--- src/rtl/ac_pkg.sv ---
// Shared constants, counter-width helper and FSM encoding for the access-control input buffer.
package ac_pkg;

  localparam int AC_PIX_W = 24;
  localparam int AC_SRC_W = 1024;
  localparam int AC_SRC_H = 540;
  localparam int AC_DST_W = 2 * AC_SRC_W;
  localparam int AC_DST_H = 2 * AC_SRC_H;
  localparam int AC_N_PAR = 2;

  // Width able to hold 0..range-1; never narrower than one bit.
  function automatic int cnt_w(input int range);
    return (range > 1) ? $clog2(range) : 1;
  endfunction

  localparam int AC_COL_W  = cnt_w(AC_SRC_W);
  localparam int AC_ROW_W  = cnt_w(AC_SRC_H);
  localparam int AC_LANE_W = cnt_w(AC_N_PAR);
  localparam int AC_HOLD_W = cnt_w(AC_N_PAR + 1);

  typedef enum logic {
    IDLE  = 1'b0,
    DRAIN = 1'b1
  } inbuf_state_e;

endpackage

--- src/rtl/ac_pix_pos_cnt.sv ---
// Row/column position counter; advances on i_inc and flags the last column and last pixel of a frame.
module ac_pix_pos_cnt
  import ac_pkg::*;
#(
  parameter int COLS  = AC_SRC_W,
  parameter int ROWS  = AC_SRC_H,
  parameter int COL_W = cnt_w(COLS),
  parameter int ROW_W = cnt_w(ROWS)
) (
  input  logic clk,
  input  logic rst_n,
  input  logic i_inc,
  output logic o_col_wrap,
  output logic o_frame_wrap
);

  logic [COL_W-1:0] r_col;
  logic [ROW_W-1:0] r_row;

  assign o_col_wrap   = (r_col == COL_W'(COLS - 1));
  assign o_frame_wrap = o_col_wrap && (r_row == ROW_W'(ROWS - 1));

  always_ff @(posedge clk or negedge rst_n) begin
    if (!rst_n) begin
      r_col <= '0;
      r_row <= '0;
    end else if (i_inc) begin
      if (o_col_wrap) begin
        r_col <= '0;
        r_row <= o_frame_wrap ? '0 : r_row + ROW_W'(1);
      end else begin
        r_col <= r_col + COL_W'(1);
      end
    end
  end

endmodule

--- src/rtl/ac_inbuf.sv ---
// Serializes N_PARALLEL-pixel words into a one-pixel-per-pop FWFT stream with row/frame markers.
// Build macro AC_INBUF_STALL_CNT_EN adds the saturating starvation counter output stall_cnt.
//
// state | meaning
// IDLE  | holding register empty, waiting for a wide word
// DRAIN | presenting hold_data lane lane_idx to the UPSP core
module ac_inbuf
  import ac_pkg::*;
#(
  parameter int UPSP_RDDATA_WIDTH = AC_PIX_W,
  parameter int SRC_IMG_WIDTH     = AC_SRC_W,
  parameter int SRC_IMG_HEIGHT    = AC_SRC_H,
  parameter int N_PARALLEL        = AC_N_PAR
) (
  input  logic                                    clk,
  input  logic                                    rst_n,
  input  logic                                    buf_wvalid,
  input  logic [UPSP_RDDATA_WIDTH*N_PARALLEL-1:0] buf_wdata,
  output logic                                    buf_wready,
  input  logic                                    buf_rd,
  output logic [UPSP_RDDATA_WIDTH-1:0]            buf_rdata,
  output logic                                    buf_empty,
  output logic                                    buf_rlast,
  output logic                                    frame_done
`ifdef AC_INBUF_STALL_CNT_EN
  ,
  output logic [31:0]                             stall_cnt
`endif
);

  localparam int COL_W  = cnt_w(SRC_IMG_WIDTH);
  localparam int ROW_W  = cnt_w(SRC_IMG_HEIGHT);
  localparam int LANE_W = cnt_w(N_PARALLEL);
  localparam int HOLD_W = cnt_w(N_PARALLEL + 1);

  inbuf_state_e r_state, w_state_nxt;

  logic [N_PARALLEL-1:0][UPSP_RDDATA_WIDTH-1:0] r_hold_data;
  logic [LANE_W-1:0] r_lane_idx;
  logic [HOLD_W-1:0] r_hold_n;
  logic [HOLD_W-1:0] w_take_n;
  logic [COL_W-1:0]  r_in_col;
  logic [COL_W-1:0]  w_in_col_nxt;
  logic [31:0]       w_rem;
  logic [31:0]       w_col_sum;
  logic              r_frame_done;
  logic              w_pop;
  logic              w_last_lane;
  logic              w_accept;
  logic              w_col_wrap;
  logic              w_frame_wrap;

  // Row-end words carry only the pixels left in the row; the rest of the lanes are dropped.
  always_comb begin
    w_rem        = 32'(SRC_IMG_WIDTH) - 32'(r_in_col);
    w_take_n     = (w_rem < 32'(N_PARALLEL)) ? HOLD_W'(w_rem) : HOLD_W'(N_PARALLEL);
    w_col_sum    = 32'(r_in_col) + 32'(w_take_n);
    w_in_col_nxt = (w_col_sum >= 32'(SRC_IMG_WIDTH)) ? '0 : COL_W'(w_col_sum);
  end

  assign w_last_lane = ((32'(r_lane_idx) + 32'd1) == 32'(r_hold_n));

  // wready in DRAIN depends combinationally on buf_rd so a new word lands as the last lane leaves.
  always_comb begin
    w_state_nxt = r_state;
    buf_wready  = 1'b0;
    buf_empty   = 1'b1;
    w_pop       = 1'b0;
    case (r_state)
      IDLE: begin
        buf_wready = 1'b1;
        if (buf_wvalid) w_state_nxt = DRAIN;
      end
      DRAIN: begin
        buf_empty  = 1'b0;
        w_pop      = buf_rd;
        buf_wready = buf_rd && w_last_lane;
        if (buf_rd && w_last_lane && !buf_wvalid) w_state_nxt = IDLE;
      end
      default: w_state_nxt = IDLE;
    endcase
  end

  assign w_accept = buf_wvalid && buf_wready;

  always_comb begin
    buf_rdata = '0;
    if (r_state == DRAIN) begin
      for (int k = 0; k < N_PARALLEL; k++) begin
        if (r_lane_idx == LANE_W'(k)) buf_rdata = r_hold_data[k];
      end
    end
  end

  always_ff @(posedge clk or negedge rst_n) begin
    if (!rst_n) begin
      r_state      <= IDLE;
      r_hold_data  <= '0;
      r_lane_idx   <= '0;
      r_hold_n     <= '0;
      r_in_col     <= '0;
      r_frame_done <= 1'b0;
    end else begin
      r_state <= w_state_nxt;
      if (w_accept) begin
        for (int k = 0; k < N_PARALLEL; k++) begin
          r_hold_data[k] <= (k < int'(w_take_n)) ?
                            buf_wdata[k*UPSP_RDDATA_WIDTH +: UPSP_RDDATA_WIDTH] : '0;
        end
        r_hold_n   <= w_take_n;
        r_lane_idx <= '0;
        r_in_col   <= w_in_col_nxt;
      end else if (w_pop) begin
        r_lane_idx <= r_lane_idx + LANE_W'(1);
      end
      r_frame_done <= w_pop && w_frame_wrap;
    end
  end

  ac_pix_pos_cnt #(
    .COLS  (SRC_IMG_WIDTH),
    .ROWS  (SRC_IMG_HEIGHT),
    .COL_W (COL_W),
    .ROW_W (ROW_W)
  ) u_out_pos (
    .clk          (clk),
    .rst_n        (rst_n),
    .i_inc        (w_pop),
    .o_col_wrap   (w_col_wrap),
    .o_frame_wrap (w_frame_wrap)
  );

  assign buf_rlast  = !buf_empty && w_col_wrap;
  assign frame_done = r_frame_done;

`ifdef AC_INBUF_STALL_CNT_EN
  logic [31:0] r_stall_cnt;

  always_ff @(posedge clk or negedge rst_n) begin
    if (!rst_n) begin
      r_stall_cnt <= '0;
    end else if (r_frame_done) begin
      r_stall_cnt <= '0;
    end else if (buf_rd && buf_empty && (r_stall_cnt != 32'hFFFF_FFFF)) begin
      r_stall_cnt <= r_stall_cnt + 32'd1;
    end
  end

  assign stall_cnt = r_stall_cnt;
`endif

endmodule

--- config.mk ---
export PLATFORM = sky130hd
export DESIGN_NAME = ac_inbuf
export DESIGN_NICKNAME = d
export VERILOG_FILES = /design/src/rtl/ac_pkg.sv /design/src/rtl/ac_pix_pos_cnt.sv /design/src/rtl/ac_inbuf.sv
export SDC_FILE = /design/constraint.sdc
export NUM_CORES = 1
export LEC_CHECK = 0
export CAP_MARGIN = 25
export CORE_AREA = 2 2 106 108
export CTS_BUF_LIST = sky130_fd_sc_hd__clkbuf_4
export DETAILED_ROUTE_END_ITERATION = 8
export DIE_AREA = 0 0 108 110
export PLACE_DENSITY = 0.66
export SLEW_MARGIN = 10
export SYNTH_ARGS = -nofsm -noshare
export SYNTH_HDL_FRONTEND = slang
export SYNTH_SLANG_ARGS = --single-unit
--- constraint.sdc ---
create_clock -name clk -period 4.78 [get_ports clk]
set_input_delay 0.717 -clock clk [delete_from_list [all_inputs] [get_ports clk]]
set_output_delay 0.717 -clock clk [all_outputs]
set_load 0.05 [all_outputs]
* Word-level counts from Yosys, hierarchy flattened
Index checks and enable logic that the tools add are counted.
** Storage, ports and cells
- Flip-flop bits (word level) :: 83
- Input bits :: 52
- Output and inout bits :: 28
- Logic and storage cells :: 48
** Operators by class
- $add $sub $neg :: 6
- Magnitude comparators :: 4
- Eq/ne operators :: 3
- Mux-type cells :: 16
- Bitwise logic cells :: 1
- Reductions and logical operators :: 9
** Operators by type and width (number)
- 24-bit 2-to-1 mux :: 4
- 32-bit by 2-bit < comparator with 1-bit output (second input constant) :: 1
- 10-bit 2-to-1 mux :: 3
- 10-bit by 1-bit adder with 10-bit output (second input constant) :: 2
- 10-bit == test (second input constant) :: 2
- 11-bit by 10-bit subtractor with 12-bit output (first input constant) :: 1
- 10-bit by 2-bit adder with 11-bit output :: 1
- 11-bit >= comparator (second input constant) :: 1
- 1-bit logical AND :: 6
- 1-bit 2-to-1 mux :: 6
- 1-bit by 2-bit < comparator with 1-bit output (first input constant) :: 2
- 1-bit case mux with 2 select lines :: 2
- 1-bit by 1-bit adder with 2-bit output (second input constant) :: 1
- 2-bit == test :: 1
- 2-bit 2-to-1 mux :: 1
- 2-bit AND reduction :: 1
- 2-bit nonzero test :: 1
- 1-bit adder (second input constant) :: 1
- 1-bit zero test :: 1
- 1-bit inverter :: 1

* Depth between registers and ports, before layout
Gate-level depths: netlist of the first run.
- Depth in word-level cells :: 6
- Depth in mapped cells :: 12
- Mapped depth without buffers :: 12

* Cells and area by module
A second synthesis of the first run with hierarchy kept.
** Unflattened totals
- Cell total of the unflattened synthesis :: 358
- Area, all modules :: 4017.6 sq um
** Modules (own cells, without submodules)
- ac_inbuf :: instances 1, cells each 251, area each 2957.8 sq um, sequential area each 1576.5 sq um
- ac_pix_pos_cnt :: instances 1, cells each 107, area each 1059.8 sq um, sequential area each 500.5 sq um

* Worst setup path before layout of the first run
Ideal clock, no wire load.
- Kind :: register -> output
- Start point :: reg r_state
- End point :: out buf_rdata[14]
- Arrival time :: 1.823 ns
- Required time :: 4.063 ns
- Setup slack :: 2.240 ns
- Stages on the path, launching flop included :: 4
- Path buffers :: 1
- Cells stage by stage :: dfrtp_1 clkinv_1 buf_1 nor2_1
** On the way
- Word-level cells in the longest chain between the ends :: 1
** RTL lines
- from (decl) :: RTL line ac_inbuf.sv:36 : inbuf_state_e r_state, w_state_nxt;
- from (signal assigned) :: RTL line ac_inbuf.sv:104 : r_state <= w_state_nxt;
- 24-bit 2-to-1 mux :: RTL line ac_inbuf.sv:88 : if (r_state == DRAIN) begin
- to (decl) :: RTL line ac_inbuf.sv:21 : output logic [UPSP_RDDATA_WIDTH-1:0] buf_rdata,
No other way between the ends.

* Worst setup path in the final report of the first run
- Start point :: reg r_state
- End point :: out buf_rdata[6]
The elaborated chain is that of the path after synthesis.

==> results of run 1 <==
==> cells in the mapped netlist, types with 2 or more instances <==
library cell | count | area (µm²)
or4_1 | 2 | 15.0
nand4b_1 | 2 | 17.5
clkbuf_1 | 2 | 7.51
nand2_1 | 28 | 105
nand3_1 | 11 | 55.1
o31ai_1 | 2 | 15.0
xor2_1 | 7 | 61.3
or3_1 | 2 | 12.5
xnor2_1 | 8 | 70.1
buf_2 | 11 | 55.1
ha_1 | 4 | 50.1
o211ai_1 | 3 | 22.5
a31oi_4 | 2 | 42.5
nor2_4 | 2 | 22.5
nor2_1 | 37 | 139
nand4_1 | 3 | 18.8
buf_4 | 2 | 15.0
and3_1 | 9 | 56.3
a21oi_1 | 2 | 10.0
nor3_1 | 3 | 15.0
mux2i_1 | 24 | 240
a22o_1 | 48 | 420
dfrtp_1 | 83 | 2080
inv_1 | 10 | 37.5
a31oi_1 | 2 | 12.5
o21ai_0 | 19 | 95.1
nor2b_1 | 5 | 31.3
==> worst register-to-register path, cell delays in order, from the launching register on <==
cell and delay, ps:
dfrtp_1 470, inv_1 100, ha_1 320, nand4b_1 250
nor2_4 170, nand3_1 140, o21ai_0 110, ha_1 260
o21ai_0 90, a21oi_1 170, nand3_1 120, nor2b_1 160
o21a_1 160
==> per-layer routing <==
metal | part of all wire (%) | track usage, % | wire, µm
met5 | 0 | 0 | 0
met4 | 1.1 | 5.77 | 96
met3 | 4.8 | 3.29 | 422
met2 | 47 | 24.6 | 4090
met1 | 47 | 21.6 | 4120
==> worst paths after layout <==
check,from,to
setup / recovery,r_state,buf_rdata[6]
min in group clk,r_in_col[6],r_in_col[6]
setup reg to reg,r_in_col[0],r_in_col[0]
max in group asynchronous,rst_n,r_in_col[9]
hold reg to reg,r_in_col[6],r_in_col[6]
hold / removal,rst_n,u_out_pos.r_row[6]
==> through the flow <==
stage	setup slack (ps)	hold slack, ps	cells
5_1_grt	971	222	580
2_1_floorplan	2240	421	357
3_3_place_gp	1580	467	563
6_report	1270	232	580
3_5_place_dp	1460	480	563
4_1_cts	1140	229	579
==> cells by family (layout without fill, tap and decap cells) <==
group           Yosys count  count (layout)  synth area share (%)
flops                    83              83                  52.4
xor+xnor                 15              15                  3.32
simple gates            116             116                  15.7
fa+ha+maj                 4               4                  1.26
compound gates           87              87                  17.8
mux                      24              24                  6.06
buf+inv                  28             111                  3.38
==> flip-flops by register name (all words and copies together) (netlist names) <==
register         flops
frame_done           1
r_state              1
r_hold_data         48
r_hold_n             2
u_out_pos.r_row     10
u_out_pos.r_col     10
r_lane_idx           1
r_in_col            10
==> power groups by stage <==
stage / Combinational [mW] / Clock, mW / Sequential (mW)
after floorplan: 1.26 / 0 / 1.08
after global placement: 1.67 / 0 / 1.14
after detailed placement: 1.69 / 0 / 1.14
after CTS: 1.69 / 0.384 / 1.13
after global routing: 1.81 / 0.414 / 1.17
final: 1.68 / 0.368 / 1.13
==> layout make-up <==
cell class	instances	area share (%)
Inverter	11	0.826
Sequential cell	83	41.6
Clock buffer	9	1.35
Timing Repair Buffer	84	16.7
Multi-Input combinational cell	246	35.1
Tap cell	140	3.50
Clock inverter	7	1.03
==> results_dict.tcl, run 1 <==
set metrics [dict create \
    grt_pass1_vias 3058 \
    h-tree-depth 3 \
    period_share_pct 73.4 \
    worstPathCellList "clkinv_1, nor2_1, clkdlybuf4s50_1" \
    synth_edf_count 0 \
    seq_area_frac_synth_pct 52.4 \
    multi_input_area_mm2 0.00175 \
    status "completed" \
    gp_congestion 0.830 \
    syn_inst 357 \
    finClkSkew_ps 22.5 \
    r2r_cells 12 \
    switching_power_mw 1.44 \
    arrival_ps 2790 \
    cpPeakStageDelay_ps 840 \
    design_area_mm2 0.00500 \
    track_usage_pct 15.7 \
    clockPowerShare_pct 11.6 \
    dpl.hpwl_um 5960 \
    drt_iter0_drc 178 \
    ys_async_sr_fraction_pct 100 \
    cts_tree "built" \
    vdd_drop_max_mv 0.414 \
    syn_area_mm2 0.00396 \
    antenna_found_initial 0 \
    cp-start-kind "register" \
    crit_type "reg -> out" \
    p_seq_share_pct 35.6 \
    drc 0 \
    wl_per_cell_um 15.0 \
    ys_types 51 \
    synth_seq_cells 83 \
    nets 491 \
    first_pass_iters 4 \
    register_area_mm2 0.00208 \
    max_slew_margin_pct 45.4 \
    critPathCaptureType "output port" \
    routed_wl_um 8720 \
    start_util_pct 37.0 \
    cp_data_required_time_ps 4060 \
    placed_area_mm2 0.00486 \
    die-area_mm2 0.0119 \
    syn_to_final_growth_pct 26.2 \
    mostFrequentLayoutCells "83 x dfrtp_1, 78 x clkdlybuf4s50_1, 48 x a22o_1" \
    grt_start_max_net_pins 57 \
    design_power_total_mw 3.18 \
    p_int_mw 1.74 \
    ctsHoldBuffers 0 \
    power_switching_share_pct 45.3 \
    rsz0062_at_grt "no" \
    yosys_warnings 0 \
    synth.avg_cell_area_um2 11.1 \
    drive_above_1_share_pct 7.73 \
    crit_family "buffers and inverters" \
    hold_path_class "in -> async" \
    io_pins 80 \
    tns_ps 0 \
    grt.overflow.total 0 \
    drv_cap 0 \
    fp.coreArea_mm2 0.0107 \
    ys.flop_type "dfrtp_1" \
    cts_buffers 9 \
    syn_nets 413 \
    die_y_um 110 \
    crit_path_top_delay_cell "clkdlybuf4s50_1" \
    post-cts-setup-buffers 0 \
    cts.clk_slew.worst_paths_ps 140 \
    clock_latency_ps 430 \
    cts_root_buffer "clkbuf_4" \
    timing_hold_violations_final 0 \
    die_w_um 108 \
    path_max_fanout 26 \
    p_leak_nw 2.21 \
    utilization_pct 46.7 \
    portBuffers 79 \
    ant_nets 0 \
    r2r_setup_slack_ps 2160 \
    setup-violations-final 0 \
    slew_violations 0 \
    crit_buf_inv 2 \
    power_density_mw_per_mm2 637 \
    num-fill-cells 1027 \
    cts_buffer_depth 2 \
    tightest_slew_ps 814 \
    cts.sinks 83 \
    combinationalPowerShare_pct 52.9 \
    grt_pass1_wl_um 14700 \
    fmax_ghz 0.285 \
    cp.depth 3 \
    dr_total_vias 3010 \
    post_drt_via_cell_ratio 5.19 \
    final_common_cell "dfrtp_1" \
    rows 38 \
    cts-resized-gates 0 \
    antenna_cells 0 \
    period_needed_ps 3510 \
]
Power figures use the tool's default switching activity.
==> run 2: changes to the inputs <==
- clock period: 4.78 -> 3.6 ns (I/O delays scaled with it)
==> run 2 against run 1 <==
Net effect:
- critical path depth up 1
- die area stayed put
- highest routed layer unchanged
- power is 37% higher
==> results_dict.tcl, run 2 (synthesized netlist as in run 1, its figures left out) <==
set metrics [dict create \
    status "completed" \
    h-tree-depth 3 \
    final_common_cell "dfrtp_1" \
    finClkSkew_ps 19.3 \
    crit_path_top_delay_cell "clkdlybuf4s50_1" \
    worstPathCellList "clkinv_1, buf_4, nor2_1, clkdlybuf4s50_1" \
    nets 494 \
    cts_root_buffer "clkbuf_4" \
    io_pins 80 \
    cts-resized-gates 0 \
    post_drt_via_cell_ratio 5.26 \
    hold_path_class "reg -> reg" \
    fp.coreArea_mm2 0.0107 \
    cts_buffers 9 \
    vdd_drop_max_mv 0.478 \
    antenna_found_initial 0 \
    mostFrequentLayoutCells "83 x dfrtp_1, 77 x clkdlybuf4s50_1, 48 x a22o_1" \
    ctsHoldBuffers 0 \
    first_pass_iters 4 \
    fmax_ghz 0.296 \
    antenna_cells 0 \
    cp_data_required_time_ps 3060 \
    grt.overflow.total 0 \
    path_max_fanout 18 \
    clock_latency_ps 440 \
    arrival_ps 2840 \
    start_util_pct 37.0 \
    drt_iter0_drc 156 \
    crit_family "buffers and inverters" \
    track_usage_pct 15.7 \
    syn_to_final_growth_pct 28.1 \
    period_needed_ps 3380 \
    cts.sinks 83 \
    grt_start_max_net_pins 84 \
    setup-violations-final 0 \
    grt_pass1_vias 2984 \
    dpl.hpwl_um 6100 \
    place_ws_ps 705 \
    cts.clk_slew.worst_paths_ps 130 \
    gp_congestion 0.797 \
    fin_hold_ws_ps 491 \
    p_leak_nw 2.24 \
    post-cts-setup-buffers 0 \
    die-area_mm2 0.0119 \
    cpPeakStageDelay_ps 820 \
    crit_type "reg -> out" \
    timing_hold_violations_final 0 \
    die_y_um 110 \
    ant_nets 0 \
    slew_violations 0 \
    tns_ps 0 \
    cts_tree "built" \
    power_density_mw_per_mm2 861 \
    wl_per_cell_um 15.5 \
    layout_setup_ws_ps 220 \
    rows 38 \
    drv_cap 0 \
    rsz0062_at_grt "no" \
    top_register "r_hold_data" \
    drive_above_1_share_pct 8.58 \
    tightest_slew_ps 676 \
    max_slew_margin_pct 54.8 \
    portBuffers 79 \
    grt_pass1_wl_um 14500 \
    period_share_pct 93.9 \
    cp-start-kind "register" \
    crit_buf_inv 3 \
    die_w_um 108 \
    dr_total_vias 3067 \
    critPathCaptureType "output port" \
    routed_wl_um 9060 \
    drc 0 \
    cts_buffer_depth 2 \
    largest_reg_flops 48 \
]
==> run 2: cell count changes in the layout (fill, tap and decap cells not counted), moves of 2 or more <==
cell,delta
buf_4,+3
bufinv_16,+2
clkinvlp_4,+2
inv_6,-3
==> run 2: routing by layer <==
metal / wire, µm / track usage [%]
met5: 0 / 0
met4: 103 / 4.40
met3: 442 / 4.64
met2: 4370 / 25.7
met1: 4150 / 20.2
==> run 2: where the power goes <==
part,switching (mW),internal (mW)
clock network,0.332,0.279
registers,0.270,1.26
logic,1.32,0.909
total,1.92,2.45
==> run 2: final cells by class <==
class                           count  area, µm²
Sequential cell                    83       2080
Inverter                           11       41.3
Multi-Input combinational cell    246       1750
Timing Repair Buffer               87        868
Fill cell                        1002       5620
Clock inverter                      7       92.6
Tap cell                          140        175
Clock buffer                        9       67.6
==> run 2: worst paths after layout <==
path                                       to  cells past startpoint               start  slack (ps)
max in group asynchronous      r_hold_data[5]                      3               rst_n        2460
hold reg to reg            u_out_pos.r_col[9]                      1  u_out_pos.r_col[9]         490
setup / recovery                buf_rdata[10]                      4             r_state         220
hold / removal             u_out_pos.r_col[9]                      1  u_out_pos.r_col[9]         490
min in group asynchronous  u_out_pos.r_row[7]                      2               rst_n         530
setup reg to reg                  r_in_col[8]                     10         r_in_col[0]         910
==> run 2: metrics by stage <==
| step | utilization, % | instances | power [mW] | area (µm²) |
|---|---|---|---|---|
| after floorplan | - | 357 | 3.11 | 3960 |
| after global placement | 45.6 | 565 | 3.74 | 4880 |
| after detailed placement | 45.6 | 565 | 3.78 | 4880 |
| after CTS | 47.1 | 581 | 4.41 | 5040 |
| after global routing | 47.4 | 583 | 4.63 | 5070 |
| final | 47.4 | 583 | 4.37 | 5070 |
==> run 2: worst reg2reg max path: stages, from the launching register on <==
cell      delay, ps
dfrtp_1         480
inv_1           100
ha_1            320
nand4b_1        250
nor2_4          170
a21boi_4        270
o21ai_0         110
ha_1            250
o211ai_1        360
nor3_1          110
xnor2_1         150
==> run 3: changes to the inputs <==
- CORE_AREA: 2 2 106 108 -> 2 2 90 92
- DIE_AREA: 0 0 108 110 -> 0 0 92 94
- PLACE_DENSITY: 0.66 -> 0.85
==> run 3 against run 2 <==
Net effect:
- count of clock-buffer cells in the layout is the same
- sequential share of layout area increased by 0.57 points
- register-to-register slack improved by 40 ps
- clock skew grew 8.0 ps
- sequential power barely moved
- power fell by 0.77%
- core utilization is 18 points higher
- wire length rose by 1.2%
- clock power down 8.5%
- cell area fell by 1.4%
- critical path depth unchanged
- non-clock buffer count shrank 1
==> results_dict.tcl, run 3 (synthesized netlist as in run 1, its figures left out) <==
set metrics [dict create \
    status "completed" \
    rows 32 \
    switching_power_mw 1.95 \
    placed_area_mm2 0.00482 \
    syn_to_final_growth_pct 26.3 \
    die_w_um 92 \
    period_needed_ps 3140 \
    power_switching_share_pct 44.9 \
    finClkSkew_ps 27.3 \
    design_power_total_mw 4.33 \
    wl_per_cell_um 16.9 \
    dpl.hpwl_um 6310 \
    clock_latency_ps 430 \
    slew_violations 0 \
    portBuffers 79 \
    first_pass_iters 4 \
    power_density_mw_per_mm2 866 \
    h-tree-depth 3 \
    arrival_ps 2600 \
    cts_buffer_depth 2 \
    drv_cap 0 \
    design_area_mm2 0.00500 \
    cpPeakStageDelay_ps 820 \
    antenna_cells 0 \
    hold_path_class "in -> async" \
    tns_ps 0 \
    worstPathCellList "buf_4, mux2i_1, nor2_1, clkdlybuf4s50_1" \
    largest_reg_flops 48 \
    vdd_drop_max_mv 0.623 \
    cp-start-kind "register" \
    gp_congestion 0.861 \
    cts-resized-gates 0 \
    tightest_slew_ps 686 \
    max_slew_margin_pct 54.3 \
    crit_path_top_delay_cell "clkdlybuf4s50_1" \
    die_y_um 94 \
    drc 0 \
    nets 493 \
    routed_wl_um 9170 \
    timing_hold_violations_final 0 \
    cts.sinks 83 \
    mostFrequentLayoutCells "83 x dfrtp_1, 78 x clkdlybuf4s50_1, 48 x a22o_1" \
    critPathCaptureType "output port" \
    p_leak_nw 2.24 \
    post_drt_via_cell_ratio 5.67 \
    crit_buf_inv 2 \
    combinationalPowerShare_pct 51.4 \
    crit_family "buffers and inverters" \
    top_register "r_hold_data" \
    cts_tree "built" \
    die-area_mm2 0.00865 \
    drive_above_1_share_pct 7.92 \
    final_common_cell "dfrtp_1" \
    p_seq_share_pct 35.7 \
    ant_nets 0 \
    rsz0062_at_grt "no" \
    cts.clk_slew.worst_paths_ps 150 \
    fp.coreArea_mm2 0.00761 \
    setup-violations-final 0 \
    drt_iter0_drc 152 \
    period_share_pct 87.1 \
    grt_start_max_net_pins 84 \
    clockPowerShare_pct 12.9 \
    crit_type "reg -> out" \
    utilization_pct 65.8 \
    grt_pass1_vias 3183 \
    start_util_pct 52.1 \
    grt.overflow.total 0 \
    num-fill-cells 583 \
    cp_data_required_time_ps 3060 \
    grt_pass1_wl_um 15100 \
    fmax_ghz 0.319 \
    io_pins 80 \
    p_int_mw 2.39 \
    path_max_fanout 13 \
    cts_buffers 9 \
    cts_root_buffer "clkbuf_4" \
    track_usage_pct 21.9 \
    dr_total_vias 3083 \
    antenna_found_initial 0 \
]
run 3: path summary, 6_finish.rpt:
| kind | start | end | slack [ps] | cells past startpoint |
|---|---|---|---|---|
| max | r_lane_idx | buf_rdata[10] | 460 | 4 |
| min | rst_n | u_out_pos.r_row[9] | 490 | 2 |
| max reg2reg | r_in_col[0] | r_in_col[0] | 950 | 12 |
| min reg2reg | r_in_col[6] | r_in_col[6] | 500 | 1 |
| max in group asynchronous | rst_n | r_in_col[0] | 2490 | 3 |
| min in group clk | r_in_col[6] | r_in_col[6] | 500 | 1 |
run 3: final cells by class:
| class | count | area, µm² | area share, % |
|---|---|---|---|
| multi-input cells | 246 | 1750 | 35.0 |
| clock inverters | 7 | 75.1 | 1.50 |
| flip-flops and latches | 83 | 2080 | 41.5 |
| repair buffers | 86 | 863 | 17.3 |
| well taps | 102 | 128 | 2.55 |
| inverters | 11 | 41.3 | 0.825 |
| clock buffers | 9 | 67.6 | 1.35 |
run 3: what timing repair did:
action / 4_1_cts / 5_1_grt
endpoints found under the hold margin: 0 / 15
hold buffers: 0 / 1
buffers inserted: 0 / 0
run 3: power groups by stage:
| stage | Combinational (mW) | Clock (mW) | Sequential [mW] |
|---|---|---|---|
| 5_1_grt | 2.38 | 0.601 | 1.59 |
| 6_report | 2.23 | 0.558 | 1.55 |
| 3_5_place_dp | 2.23 | 0 | 1.56 |
| 4_1_cts | 2.24 | 0.569 | 1.54 |
| 3_3_place_gp | 2.18 | 0 | 1.53 |
| 2_1_floorplan | 1.67 | 0 | 1.44 |
run 3: routing by layer:
metal	part of all wire, %	global-route usage [%]	vias up
li1	-	-	1458
met1	43	27.8	1554
met2	52	38.2	56
met3	3.0	4.33	15
met4	1.7	6.72	0
met5	0	0	-
run 3: per-stage QoR:
| step | cells | hold WS (ps) | worst slack [ps] |
|---|---|---|---|
| 2_1_floorplan | 357 | 244 | 1240 |
| 5_1_grt | 544 | 489 | 283 |
| 3_5_place_dp | 526 | 478 | 703 |
| 6_report | 544 | 492 | 463 |
| 3_3_place_gp | 526 | 472 | 721 |
| 4_1_cts | 542 | 303 | 436 |
